$ cat src/rtl/wt_dcache_load_req.sv
// Load-side request initiator for the write-through dcache read port.
// Turns a valid/ready load stream into index/tag request phases. It can kill an
// outstanding load on flush and returns one result per surviving load.
module wt_dcache_load_req #(
    parameter int unsigned PLEN          = 56,
    parameter int unsigned XLEN          = 64,
    parameter int unsigned IdxWidth      = 12,
    parameter int unsigned TagWidth      = PLEN - IdxWidth,
    parameter int unsigned IdWidth       = 2,
    parameter int unsigned UserWidth     = 1,
    parameter int unsigned TimeoutCycles = 1024
) (
    input  logic                 clk_i,
    input  logic                 rst_ni,
    input  logic                 flush_i,
    input  logic                 op_valid_i,
    output logic                 op_ready_o,
    input  logic [PLEN-1:0]      op_paddr_i,
    input  logic [1:0]           op_size_i,
    input  logic [IdWidth-1:0]   op_id_i,
    output logic                 res_valid_o,
    output logic [XLEN-1:0]      res_data_o,
    output logic [UserWidth-1:0] res_user_o,
    output logic [IdWidth-1:0]   res_id_o,
    output logic                 err_o,
    output logic                 data_req_o,
    input  logic                 data_gnt_i,
    output logic [IdxWidth-1:0]  address_index_o,
    output logic [TagWidth-1:0]  address_tag_o,
    output logic                 tag_valid_o,
    output logic                 kill_req_o,
    output logic [1:0]           data_size_o,
    output logic [IdWidth-1:0]   data_id_o,
    output logic                 data_we_o,
    input  logic                 data_rvalid_i,
    input  logic [IdWidth-1:0]   data_rid_i,
    input  logic [XLEN-1:0]      data_rdata_i,
    input  logic [UserWidth-1:0] data_ruser_i
);

    localparam int unsigned CntWidth = $clog2(TimeoutCycles);
    localparam logic [CntWidth-1:0] CntMax = CntWidth'(TimeoutCycles - 1);

    typedef enum logic [1:0] {
        IDLE = 2'd0,
        PEND = 2'd1,
        KILL = 2'd2
    } state_e;

    state_e                state_q, state_d;
    logic [TagWidth-1:0]   tag_q;
    logic [IdWidth-1:0]    id_q;
    logic [CntWidth-1:0]   cnt_q, cnt_d;
    logic                  err_q, err_d;
    logic                  grant;

    // Index phase and request attributes come straight from the load unit
    assign address_index_o = op_paddr_i[IdxWidth-1:0];
    assign data_size_o     = op_size_i;
    assign data_id_o       = op_id_i;
    assign data_we_o       = 1'b0;
    assign address_tag_o   = tag_q;
    assign err_o           = err_q;
    assign grant           = op_ready_o;

    // State register
    always_ff @(posedge clk_i or negedge rst_ni) begin
        if (!rst_ni) begin
            state_q <= IDLE;
        end else begin
            state_q <= state_d;
        end
    end

    // Next-state: flush beats response, response with grant keeps us pending
    always_comb begin
        state_d = state_q;
        case (state_q)
            IDLE: begin
                if (grant) state_d = PEND;
            end
            PEND: begin
                if (flush_i) begin
                    state_d = data_rvalid_i ? IDLE : KILL;
                end else if (data_rvalid_i) begin
                    state_d = grant ? PEND : IDLE;
                end
            end
            KILL: begin
                if (data_rvalid_i) state_d = IDLE;
            end
            default: state_d = IDLE;
        endcase
    end

    // Outputs: request gating, tag/kill phases and the unbuffered result pulse
    always_comb begin
        logic req;
        req         = op_valid_i & ~flush_i & ((state_q == IDLE) | (state_q == PEND));
        data_req_o  = req;
        op_ready_o  = req & data_gnt_i;
        tag_valid_o = (state_q == PEND);
        kill_req_o  = ((state_q == PEND) & flush_i) | (state_q == KILL);
        res_valid_o = (state_q == PEND) & ~flush_i & data_rvalid_i;
        res_data_o  = res_valid_o ? data_rdata_i : '0;
        res_user_o  = res_valid_o ? data_ruser_i : '0;
        res_id_o    = res_valid_o ? id_q : '0;
    end

    // Watchdog counter and sticky protocol error detection
    always_comb begin
        cnt_d = cnt_q;
        if (grant || ((state_q == PEND) && flush_i)) begin
            cnt_d = '0;
        end else if ((state_q != IDLE) && (cnt_q != CntMax)) begin
            cnt_d = cnt_q + CntWidth'(1);
        end

        err_d = err_q;
        if (data_rvalid_i && (state_q == IDLE)) err_d = 1'b1;
        if ((state_q == PEND) && !flush_i && data_rvalid_i && (data_rid_i != id_q)) err_d = 1'b1;
        if ((state_q == PEND) && grant && !data_rvalid_i) err_d = 1'b1;
        if ((state_q != IDLE) && (cnt_d == CntMax)) err_d = 1'b1;
    end

    // Outstanding-load tag/ID capture, watchdog and error registers
    always_ff @(posedge clk_i or negedge rst_ni) begin
        if (!rst_ni) begin
            tag_q <= '0;
            id_q  <= '0;
            cnt_q <= '0;
            err_q <= 1'b0;
        end else begin
            if (grant) begin
                tag_q <= op_paddr_i[PLEN-1:IdxWidth];
                id_q  <= op_id_i;
            end
            cnt_q <= cnt_d;
            err_q <= err_d;
        end
    end

endmodule

$ cat config.mk
export PLATFORM = sky130hd
export DESIGN_NAME = wt_dcache_load_req
export DESIGN_NICKNAME = d
export VERILOG_FILES = /design/src/rtl/wt_dcache_load_req.sv
export SDC_FILE = /design/constraint.sdc
export NUM_CORES = 1
export LEC_CHECK = 0
export BUFFER_PORTS_ARGS = -buffer_cell sky130_fd_sc_hd__buf_4
export CAP_MARGIN = 20
export CELL_PAD_IN_SITES_DETAIL_PLACEMENT = 0
export CELL_PAD_IN_SITES_GLOBAL_PLACEMENT = 1
export CORE_MARGIN = 2
export CORE_UTILIZATION = 24
export DETAILED_ROUTE_END_ITERATION = 8
export GPL_TIMING_DRIVEN = 0
export HOLD_SLACK_MARGIN = 0.06
export PLACE_DENSITY = 0.85
export REMOVE_ABC_BUFFERS = 1
export SLEW_MARGIN = 20
export SYNTH_ARGS = -nofsm -noshare
export SYNTH_HDL_FRONTEND = slang
export SYNTH_SLANG_ARGS = --single-unit
$ cat constraint.sdc
create_clock -name clk_i -period 1.9 [get_ports clk_i]
set_clock_uncertainty 0.2 [all_clocks]
set_input_delay 0.285 -clock clk_i [delete_from_list [all_inputs] [get_ports clk_i]]
set_output_delay 0.285 -clock clk_i [all_outputs]
set_load 0.005 [all_outputs]
# Word-level counts from Yosys, hierarchy flattened
# Index checks and enable logic that the tools add are counted.
# classes
eq_ne	8
muxes	16
reduce_logical	16
bitwise	9
add_sub_neg	1
# ops
op	n
64-bit 2-to-1 mux	1
10-bit 2-to-1 mux	2
2-bit 2-to-1 mux	6
10-bit by 1-bit adder with 10-bit output, second input constant	1
10-bit == test, second input constant	1
10-bit inequality test, second input constant	1
1-bit logical AND	9
1-bit bitwise AND	6
1-bit 2-to-1 mux	6
2-bit case mux with 3 select lines	1
2-bit inequality test, second input constant	2
4-bit nonzero test	1
3-bit by 2-bit inequality test with 1-bit output, second input constant	1
3-bit AND reduction	1
2-bit by 1-bit == test with 1-bit output, second input constant	1
2-bit == test, second input constant	1
1-bit zero test	2
2-bit zero test	1
2-bit inequality test	1
1-bit bitwise OR	2
2-bit nonzero test	1
1-bit logical OR	1
1-bit inverter	1
# totals
inputBits	133
output_inout_bits	134
register_bits	59

# Depth between registers and ports, before layout
# Gate-level depths: netlist of the first run.
# logic_depth
ltp_word	9
ltp_mapped	8
ltp_nobuf	6

# Worst setup path after synthesis of the first run
# Ideal clock, no wire load.
# synth_timing
kind	reg2reg
start	register cnt_q[0]
end	register err_q, in the netlist err_o
n_path_buf	0
path_stages_with_launch	7
arrival_ns	1.638
period_less_slack_ns	1.958
path_slack_ns	-0.058
cell_sequence	dfrtp_1 > ha_1 > and4_4 > a31oi_1 > mux2i_1 > nor3b_1 > a31o_1
# synth_via
elab_chain_len	7
# synth_lines
element	line	text
from (decl)	53	logic [CntWidth-1:0] cnt_q, cnt_d;
from (signal assigned)	138	cnt_q <= cnt_d;
branches (longest 2 deep; another with 10-bit by 1-bit adder with 10-bit output)	-	
10-bit 2-to-1 mux *	115	end else if ((state_q != IDLE) && (cnt_q != CntMax)) begin
10-bit 2-to-1 mux *	113	if (grant || ((state_q == PEND) && flush_i)) begin
10-bit == test *	123	if ((state_q != IDLE) && (cnt_d == CntMax)) err_d = 1'b1;
1-bit logical AND *	123	
4-bit nonzero test (no line) or 1-bit 2-to-1 mux (tied branches)	-	
to (signal assigned)	139	err_q <= err_d;
to (decl)	54	logic err_q, err_d;
# Mark *: on every way between the ends.
# A chain may end at the register's enable or synchronous reset.

# Worst setup path after layout of the first run
# layout_timing
start	register state_q[1]
end	output port res_data_o[47]
# layout_via
elab_chain_len	4
# layout_lines
element	line	text
from (decl)	50	state_e state_q, state_d;
from (signal assigned)	71	state_q <= state_d;
2-bit by 1-bit == test with 1-bit output	104	res_valid_o = (state_q == PEND) & ~flush_i & data_rvalid_i;
1-bit bitwise AND (2 in a row)	104	
64-bit 2-to-1 mux	105	res_data_o = res_valid_o ? data_rdata_i : '0;
to (decl)	22	output logic [XLEN-1:0] res_data_o,
# Every way passes these cells.

==> impl_metrics.yaml, run 1 <==
run_status:
  status: "finished, violations left"
  violations: "negative setup slack"
floorplanning:
  die-area_mm2: 0.01413
  dieWidth_um: 118.9
  ioPinCount: 267
  rows: 41
  core_area_mm2: 0.01277
  start_util_pct: 24.79
  die_h_um: 118.9
placement:
  io_buffer_count: 237
  place_hpwl_um: 9551
  routabilityCongestion: 0.8310
detailed_routing:
  routed_wl_um: 15130
  drtIter0Drc: 97
  drt_pass1_iterations: 4
  vias_per_cell: 4.602
  vias: 3562
  wire_per_inst_um: 19.55
  drc: 0
  ant_nets: 0
synth:
  ys_seq_elements: 59
  synth_area_mm2: 0.003167
  synth.distinct_cells: 44
  syn_area_per_cell_um2: 11.11
  ys_seq_area_share_pct: 46.62
  syn_inst: 285
  yosys_warnings: 0
worst_hold_path:
  min_path_type: "in -> reg"
  hold_path_end: "err_o"
  holdPathStages: 4
  min_from: "data_rvalid_i"
timing:
  finalCritPeriodShare_pct: 114.2
  max_freq_mhz: 461.0
  post-route-min-period_ps: 2169
  final_max_slew_viol_count: 0
  setup_viol: 120
  hold_viol_final: 0
  rsz0062_at_grt: "true"
  max-slew-margin-rel_pct: 47.26
  tightestPinTransition_ps: 791.1
  setup_ws_ps: -269.0
cts:
  cts_buffers: 9
  clock_path_buffers: 2
  clock_sinks: 59
  cts_tree: "done"
  htreeDepth: 3
  cts.clk_slew.worst_paths_ps: 50
  clk-insertion-delay-late_ps: 330
  cts_root_buf: "clkbuf_16"
setup_path:
  r2r-start: "state_q[1]"
  ff2ff_path_depth: 8
  path_cells: "nor2b_4 -> and3b_2 -> buf_12 -> buf_8 -> and2_4 -> buf_6"
  worstReg2RegEnd: "err_o"
  path_delay_family: "simple AND/OR/NAND/NOR gates"
  critPathKind: "reg -> out"
  crit_start: "state_q[1]"
  r2r_setup_slack_ps: -180
  cp.buffers_inverters: 3
  path_max_fanout: 8
  crit_path_start_kind: "register"
  worst_ep_arrival_time_ps: 1680
  worst_setup_path_end_kind: "output pin"
  critPathSlowestCell: "dfrtp_2"
  slowest_delay_ps: 430
  crit_required_ps: 1410
global_routing:
  antenna_found_initial: 0
  grt_pass1_vias: 3887
  grt_max_degree: 60
  grt_pass1_wl_um: 22500
  overflow: 0
  grt_usage_pct: 21.16
power_and_ir_drop:
  p_per_area_mw_per_mm2: 670.3
  static-leakage-power_nw: 3.278
  total_power_mw: 4.688
  ir_drop_uv: 426.0
job:
  maxCapViolCount: 0
final_layout:
  diodes: 0
  nNetsFinal: 731
  fin_util_pct: 54.75
  area_delta_synth_final_pct: 120.8
  drive_gt1_share_pct: 73.59
==> synthesized netlist by cell type (all sizes together) <==
cell     n  area [µm²]
xnor2    2       17.52
nor2    12       45.04
inv      2       7.510
a41oi    1       8.760
nand3b   1       7.510
o211ai   1       12.51
o21bai   1       18.77
a31oi    4       25.02
nand3    3       15.01
a31o     2       26.28
a211oi   2       15.01
clkbuf   6       25.02
a21oi    3       18.77
mux2i    2       20.02
and2    68       426.7
o41ai    1       8.760
nand2    6       22.52
ha       1       12.51
and4     1       11.26
nor3     5       25.02
dfrtp   59        1476
and3     2       12.51
or3      1       6.260
nor4     4       31.28
xor2     2       17.52
a211o    2       17.52
nor2b    3       18.77
o21ai    4       23.77
buf     28       200.2
and3b    1       8.760
nor4bb   2       20.02
conb     1       3.750
or2      1       6.260
nand4    1       6.260
mux2    46       518.0
nor3b    4       30.03
==> registers in the layout, indices dropped and copies added (netlist names) <==
register / count
id_q: 2
address_tag_o: 44
cnt_q: 10
err_o: 1
state_q: 2
==> power breakdown <==
part           leakage, nW  total [mW]  internal, mW  switching (mW)
Clock                0.144        1.70          1.09           0.610
Combinational         2.42        1.33         0.874           0.456
Sequential           0.712        1.66          1.49           0.169
==> cells by family after synthesis <==
| logic type | share of synthesized area (%) |
|---|---|
| AND/OR/NAND/NOR | 21.89 |
| flip-flops | 46.62 |
| multiplexers | 16.99 |
| buffers and inverters | 7.349 |
| AO/OA/AOI/OAI | 5.531 |
| XOR/XNOR | 1.106 |
| adder cells (fa/ha/maj) | 0.3950 |
| other | 0.1184 |
==> routing by layer <==
| layer | GRT usage, % | wire (µm) | vias up |
|---|---|---|---|
| met1 | 21.82 | 5313 | 1733 |
| met5 | 0 | 0 | - |
| met2 | 36.82 | 7712 | 209 |
| li1 | - | - | 1584 |
| met3 | 7.567 | 1188 | 36 |
| met4 | 12.50 | 916 | 0 |
==> placed cells by master, fill, tap and decap left out, types with 3 or more instances in the layout <==
master,Yosys,final
nor2_1,12,11
nand3_1,3,3
nand2_1,6,6
dfrtp_2,0,4
clkinvlp_4,0,3
buf_16,0,7
buf_12,0,9
dlygate4sd3_1,0,48
dfrtp_1,59,55
buf_6,2,77
mux2_2,46,44
nor3_1,5,5
and2_4,0,67
clkbuf_16,0,10
o21ai_0,3,3
buf_4,19,191
nor4_2,1,3
==> how the worst max path moves through the flow <==
stage,to,slack (ps),cells past startpoint
detailed placement,address_tag_o[8],-660,4
global placement,err_o,-7580,5
global route,res_data_o[54],-340,6
CTS,res_data_o[43],-270,6
finish,res_data_o[47],-270,6
floorplan,err_o,-4850,5
==> layout make-up <==
class	instances	area [µm²]
clock buffer	11	252.7
tap	172	215.2
multi-input combinational	190	1765
clock inverter	5	61.31
inverter	2	7.507
sequential	59	1481
fill	1039	5781
timing repair buffer	335	3209
==> worst reg2reg max path: cells and delay by family, from the launching register on <==
kind | cells | cell delay [ps]
AND/OR/NAND/NOR | 2 | 440
buffers and inverters | 3 | 460
flip-flops | 1 | 430
AO/OA/AOI/OAI | 3 | 440
==> per-stage QoR <==
step                      setup TNS [ps]  setup slack [ps]  cells  area (µm²)  hold WS (ps)
after floorplan                  -285510             -4851    251        2942        -210.6
after global placement           -487510             -7582    660        4936         216.9
after detailed placement          -37070            -662.1    665        5002         225.5
after CTS                         -19660            -270.3    758        6734         109.9
after global routing              -29840            -336.0    774        6993         142.2
final                             -22300            -269.0    774        6993         129.8
==> timing repair <==
item                                    CTS  global route
endpoints found under the setup margin  126           118
setup buffers                            23            15
hold buffers                             48             0
resized for setup                       177            22
hold endpoints to repair                106             0
pin swaps                                57            15
gates cloned                              7             1
(Power assumes the default switching activity.)
==> run 2: changes to the inputs <==
Settings changed: CORE_UTILIZATION 24 to 27, PLACE_DENSITY 0.85 to 0.9.
Clock period 1.9 ns to 2.05 ns, I/O delays scaled along.
==> run 2 against run 1 <==
Net effect:
- the flow still finishes with violations (negative setup slack)
- die area down 11%
- worst hold slack better by 32 ps
- first-iteration DRC count increased by 32%
- sequential cell count stayed put
- core utilization down 0.17 points
- combinational power shrank 17%
- worst setup slack better by 130 ps
- critical path depth unchanged
- design area is 11% lower
- non-clock buffer count decreased by 28
- register-to-register slack better by 140 ps
- critical path type unchanged
- critical endpoint is now res_data_o[38]
==> impl_metrics.yaml, run 2 (synthesis results as in run 1) <==
detailed_routing:
  vias_per_cell: 4.702
  drt-met1-wl_um: 4832
  routed_wl_um: 13520
  drtIter0Drc: 128
  wl_met2_um: 7030
  vias: 3371
  dr_wl_met3_um: 1203
  wire_per_inst_um: 18.85
  top_layer: "met4"
  drt_pass1_iterations: 4
  ant_nets: 0
  drc: 0
final_layout:
  area_delta_synth_final_pct: 96.80
  nNetsFinal: 703
  largest_register_ffs: 44
  drive_gt1_share_pct: 63.41
  diodes: 0
  finalInstanceArea_mm2: 0.006232
  final_common_cell: "buf_4"
  layout_common_cells: "buf_4 (226), dfrtp_1 (55), dlygate4sd3_1 (48), and2_1 (47), mux2_2 (46)"
  nFillCells: 944
run_status:
  violations: "negative setup slack"
  status: "finished, violations left"
floorplanning:
  rows: 39
  core_area_mm2: 0.01142
  die_h_um: 112.3
  start_util_pct: 27.73
  dieWidth_um: 112.3
  die-area_mm2: 0.01261
  ioPinCount: 267
cts:
  cts_tree: "done"
  cts_root_buf: "clkbuf_16"
  cts.clk_slew.worst_paths_ps: 50
  clk-insertion-delay-late_ps: 320
  clock_path_buffers: 2
  htreeDepth: 3
  cts_buffers: 9
  clock_sinks: 59
worst_hold_path:
  min_path_type: "in -> reg"
timing:
  hold_viol_final: 0
  setup_viol: 69
  finalCritPeriodShare_pct: 107.0
  whs_ps: 161.9
  max_freq_mhz: 456.0
  max-slew-margin-rel_pct: 47.26
  setup_tns_ps: -6670
  rsz0062_at_grt: "true"
  tightestPinTransition_ps: 791.2
  setup_ws_ps: -143.1
  final_max_slew_viol_count: 0
  post-route-min-period_ps: 2193
placement:
  io_buffer_count: 237
  routabilityCongestion: 0.9032
  place_hpwl_um: 9143
  postPlaceCellArea_mm2: 0.004981
global_routing:
  grt_max_degree: 60
  overflow: 0
  grt_usage_pct: 19.86
  antenna_found_initial: 0
  grt_pass1_wl_um: 19260
  grt_pass1_vias: 3517
power_and_ir_drop:
  static-leakage-power_nw: 2.999
  total_power_mw: 4.399
  ir_drop_uv: 513.1
  p_per_area_mw_per_mm2: 705.9
job:
  maxCapViolCount: 0
setup_path:
  critPathKind: "reg -> out"
  worst_ep_arrival_time_ps: 1690
  path_delay_family: "simple AND/OR/NAND/NOR gates"
  worst_setup_path_end_kind: "output pin"
  crit_required_ps: 1540
  crit_path_start_kind: "register"
  critPathSlowestCell: "dfrtp_2"
  slowest_delay_ps: 450
  cp.buffers_inverters: 3
  path_max_fanout: 7
  path_cells: "nor2b_4 -> and3b_2 -> buf_12 -> buf_8 -> and2_1 -> buf_4"
==> run 2: path summary, 6_finish.rpt <==
kind	cells after the start	endpoint	start	slack, ps
max in group asynchronous	2	address_tag_o[34]	rst_ni	710
min	4	err_o	data_rvalid_i	160
min reg2reg	1	address_tag_o[34]	address_tag_o[34]	300
min in group asynchronous	2	state_q[0]	rst_ni	390
max reg2reg	7	err_o	state_q[1]	-40
max	6	res_data_o[38]	state_q[1]	-140
==> run 2: final cells by class <==
| class | instances | area, µm² | share of cell area (%) |
|---|---|---|---|
| Clock buffer | 9 | 225.2 | 3.614 |
| Inverter | 2 | 7.507 | 0.1205 |
| Tap cell | 143 | 178.9 | 2.871 |
| Clock inverter | 7 | 123.9 | 1.988 |
| Multi-Input combinational cell | 190 | 1598 | 25.64 |
| Timing Repair Buffer | 307 | 2618 | 42.00 |
| Sequential cell | 59 | 1481 | 23.77 |
==> run 2: through the flow <==
| stage | util, % | worst slack, ps | cells |
|---|---|---|---|
| 2_1_floorplan | - | -4701 | 251 |
| 4_1_cts | 52.39 | -111.0 | 707 |
| 3_3_place_gp | 42.91 | -7315 | 631 |
| 5_1_grt | 54.58 | -179.3 | 717 |
| 6_report | 54.58 | -143.1 | 717 |
| 3_5_place_dp | 43.62 | -197.1 | 637 |
==> run 2: per-layer routing <==
layer	vias up	GRT usage, %
met5	-	0
met3	24	6.479
met1	1619	22.06
met2	204	34.94
li1	1524	-
met4	0	8.374
==> run 2: repair_timing <==
action,in CTS,in global routing
endpoints found under the setup margin,100,77
endpoints found under the hold margin,106,0
cloned,1,4
pin swaps,13,11
setup buffers,6,7
hold buffers,48,0
resized for setup,39,33
==> run 2: power by group <==
group / internal (mW) / total [mW] / switching [mW]
sequential: 1.38 / 1.54 / 0.155
clock: 1.20 / 1.76 / 0.565
combinational: 0.719 / 1.10 / 0.382
==> run 2: worst register-to-register path: stages, from the launching register on <==
cell and delay [ps]:
dfrtp_2 450, buf_12 140, nor4bb_4 340, buf_6 210, o21bai_4 190, a31oi_1 80, nor4bb_2 190, a31o_1 180
==> run 3: changes to the inputs <==
Settings changed: PLACE_DENSITY 0.9 to default, PLACE_DENSITY_LB_ADDON from default to 0.1.
==> run 3 against run 2 <==
Net effect:
- the run still ends with negative setup slack left
- clock power decreased by 2%
- fmax grew 4.1%
- total power fell by 1.4%
- via count down 3.7%
- first-iteration DRC count is 31% lower
- critical endpoint is now op_ready_o
- largest power group unchanged
- highest routed layer unchanged
==> impl_metrics.yaml, run 3 (synthesis results as in run 1) <==
global_routing:
  grt_usage_pct: 17.72
  grt_pass1_vias: 3392
  grt_max_degree: 60
  antenna_found_initial: 0
  overflow: 0
  grt_pass1_wl_um: 17800
timing:
  rsz0062_at_grt: "true"
  post-route-min-period_ps: 2107
  final_max_slew_viol_count: 0
  setup_ws_ps: -56.71
  max-slew-margin-rel_pct: 49.48
  max_freq_mhz: 474.7
  whs_ps: 199.6
  tightestPinTransition_ps: 757.8
  finalCritPeriodShare_pct: 102.8
  hold_viol_final: 0
  setup_viol: 46
cts:
  htreeDepth: 3
  cts_tree: "done"
  clk-insertion-delay-late_ps: 320
  cts.clk_slew.worst_paths_ps: 50
  clock_sinks: 59
  cts_root_buf: "clkbuf_16"
  clock_path_buffers: 2
  cts_buffers: 9
power_and_ir_drop:
  total_power_mw: 4.338
  p_per_area_mw_per_mm2: 692.2
  ir_drop_uv: 591.8
  static-leakage-power_nw: 3.012
detailed_routing:
  wire_per_inst_um: 15.91
  vias_per_cell: 4.508
  ant_nets: 0
  vias: 3246
  drtIter0Drc: 88
  routed_wl_um: 11460
  drt_pass1_iterations: 4
  drc: 0
setup_path:
  path_max_fanout: 4
  cp.buffers_inverters: 5
  critPathKind: "reg -> out"
  slowest_delay_ps: 420
  crit_path_start_kind: "register"
  worst_setup_path_end_kind: "output pin"
  critPathSlowestCell: "dfrtp_2"
  crit_required_ps: 1540
  worst_ep_arrival_time_ps: 1600
  path_cells: "buf_4 -> nor4bb_4 -> buf_6 -> buf_12 -> buf_12 -> buf_4"
  path_delay_family: "buffers and inverters"
final_layout:
  diodes: 0
  regArea_mm2: 0.001481
  area_delta_synth_final_pct: 97.91
  layout_common_cells: "buf_4 (235), dfrtp_1 (55), dlygate4sd3_1 (48), mux2_2 (46), and2_1 (41)"
  nNetsFinal: 706
  multi_input_area_mm2: 0.001647
  final_common_cell: "buf_4"
  fin_util_pct: 54.89
  finalInstanceArea_mm2: 0.006267
  drive_gt1_share_pct: 64.64
  nFillCells: 991
  largest_register_ffs: 44
placement:
  io_buffer_count: 237
  postPlaceCellArea_mm2: 0.005000
  place_hpwl_um: 7952
  routabilityCongestion: 0.8052
job:
  maxCapViolCount: 0
floorplanning:
  die-area_mm2: 0.01261
  die_h_um: 112.3
  start_util_pct: 27.73
  rows: 39
  dieWidth_um: 112.3
  ioPinCount: 267
  core_area_mm2: 0.01142
worst_hold_path:
  min_path_type: "in -> reg"
run_status:
  status: "finished, violations left"
  violations: "negative setup slack"
[run 3: cell count changes in the layout (fill, tap and decap cells not counted), sizes merged]
| cell | before | now |
|---|---|---|
| and3b | 1 | 3 |
| inv | 4 | 2 |
| buf | 258 | 259 |
| bufbuf | 0 | 1 |
| clkbuf | 10 | 11 |
| clkinv | 1 | 2 |
| clkinvlp | 1 | 0 |
[run 3: tightest hold or removal path: stages]
cell	delay [ps]
buf_4	130
a21oi_1	70
nand3_1	90
a31o_1	100
[run 3: through the flow]
step	setup slack (ps)	TNS, ps	instances
2_1_floorplan	-4701	-268020	251
3_3_place_gp	-7666	-476890	631
3_5_place_dp	-231.8	-11370	637
4_1_cts	-77.25	-1202	717
5_1_grt	-125.1	-6843	720
6_report	-56.71	-852.7	720
[run 3: final timing paths]
| path | start | slack (ps) | to | cells past startpoint |
|---|---|---|---|---|
| max | state_q[1] | -60 | op_ready_o | 6 |
| min | data_rvalid_i | 200 | err_o | 4 |
| max reg2reg | state_q[1] | -40 | err_o | 8 |
| min reg2reg | address_tag_o[8] | 300 | address_tag_o[8] | 1 |
| max in group asynchronous | rst_ni | 690 | state_q[1] | 2 |
| min in group asynchronous | rst_ni | 380 | address_tag_o[13] | 2 |
[run 3: timing repair]
item / in CTS / in global routing
hold buffers: 48 / 0
endpoints found under the setup margin: 89 / 100
endpoints found under the hold margin: 106 / 0
pin swaps: 4 / 17
gates resized for setup: 24 / 46
cloned: 4 / 0
setup buffers: 13 / 4
[run 3: cell type report]
class                      instances  share of cell area [%]
clock buffer                      11                   3.873
clock inverter                     5                   1.597
inverter                           2                  0.1198
multi-input combinational        192                   26.27
sequential                        59                   23.64
tap                              143                   2.855
timing repair buffer             308                   41.64
[run 3: where the power goes]
part	leakage, nW	total (mW)	internal (mW)	switching (mW)
Clock	0.169	1.72	1.22	0.505
Combinational	2.13	1.09	0.726	0.367
Sequential	0.712	1.52	1.38	0.142
Total	3.01	4.34	3.32	1.01
[run 3: metal layers]
| metal | share of wire (%) | global-route usage (%) |
|---|---|---|
| met1 | 39 | 20.46 |
| met2 | 51 | 31.37 |
| met3 | 8.5 | 6.048 |
| met4 | 1.2 | 4.797 |
| met5 | 0 | 0 |
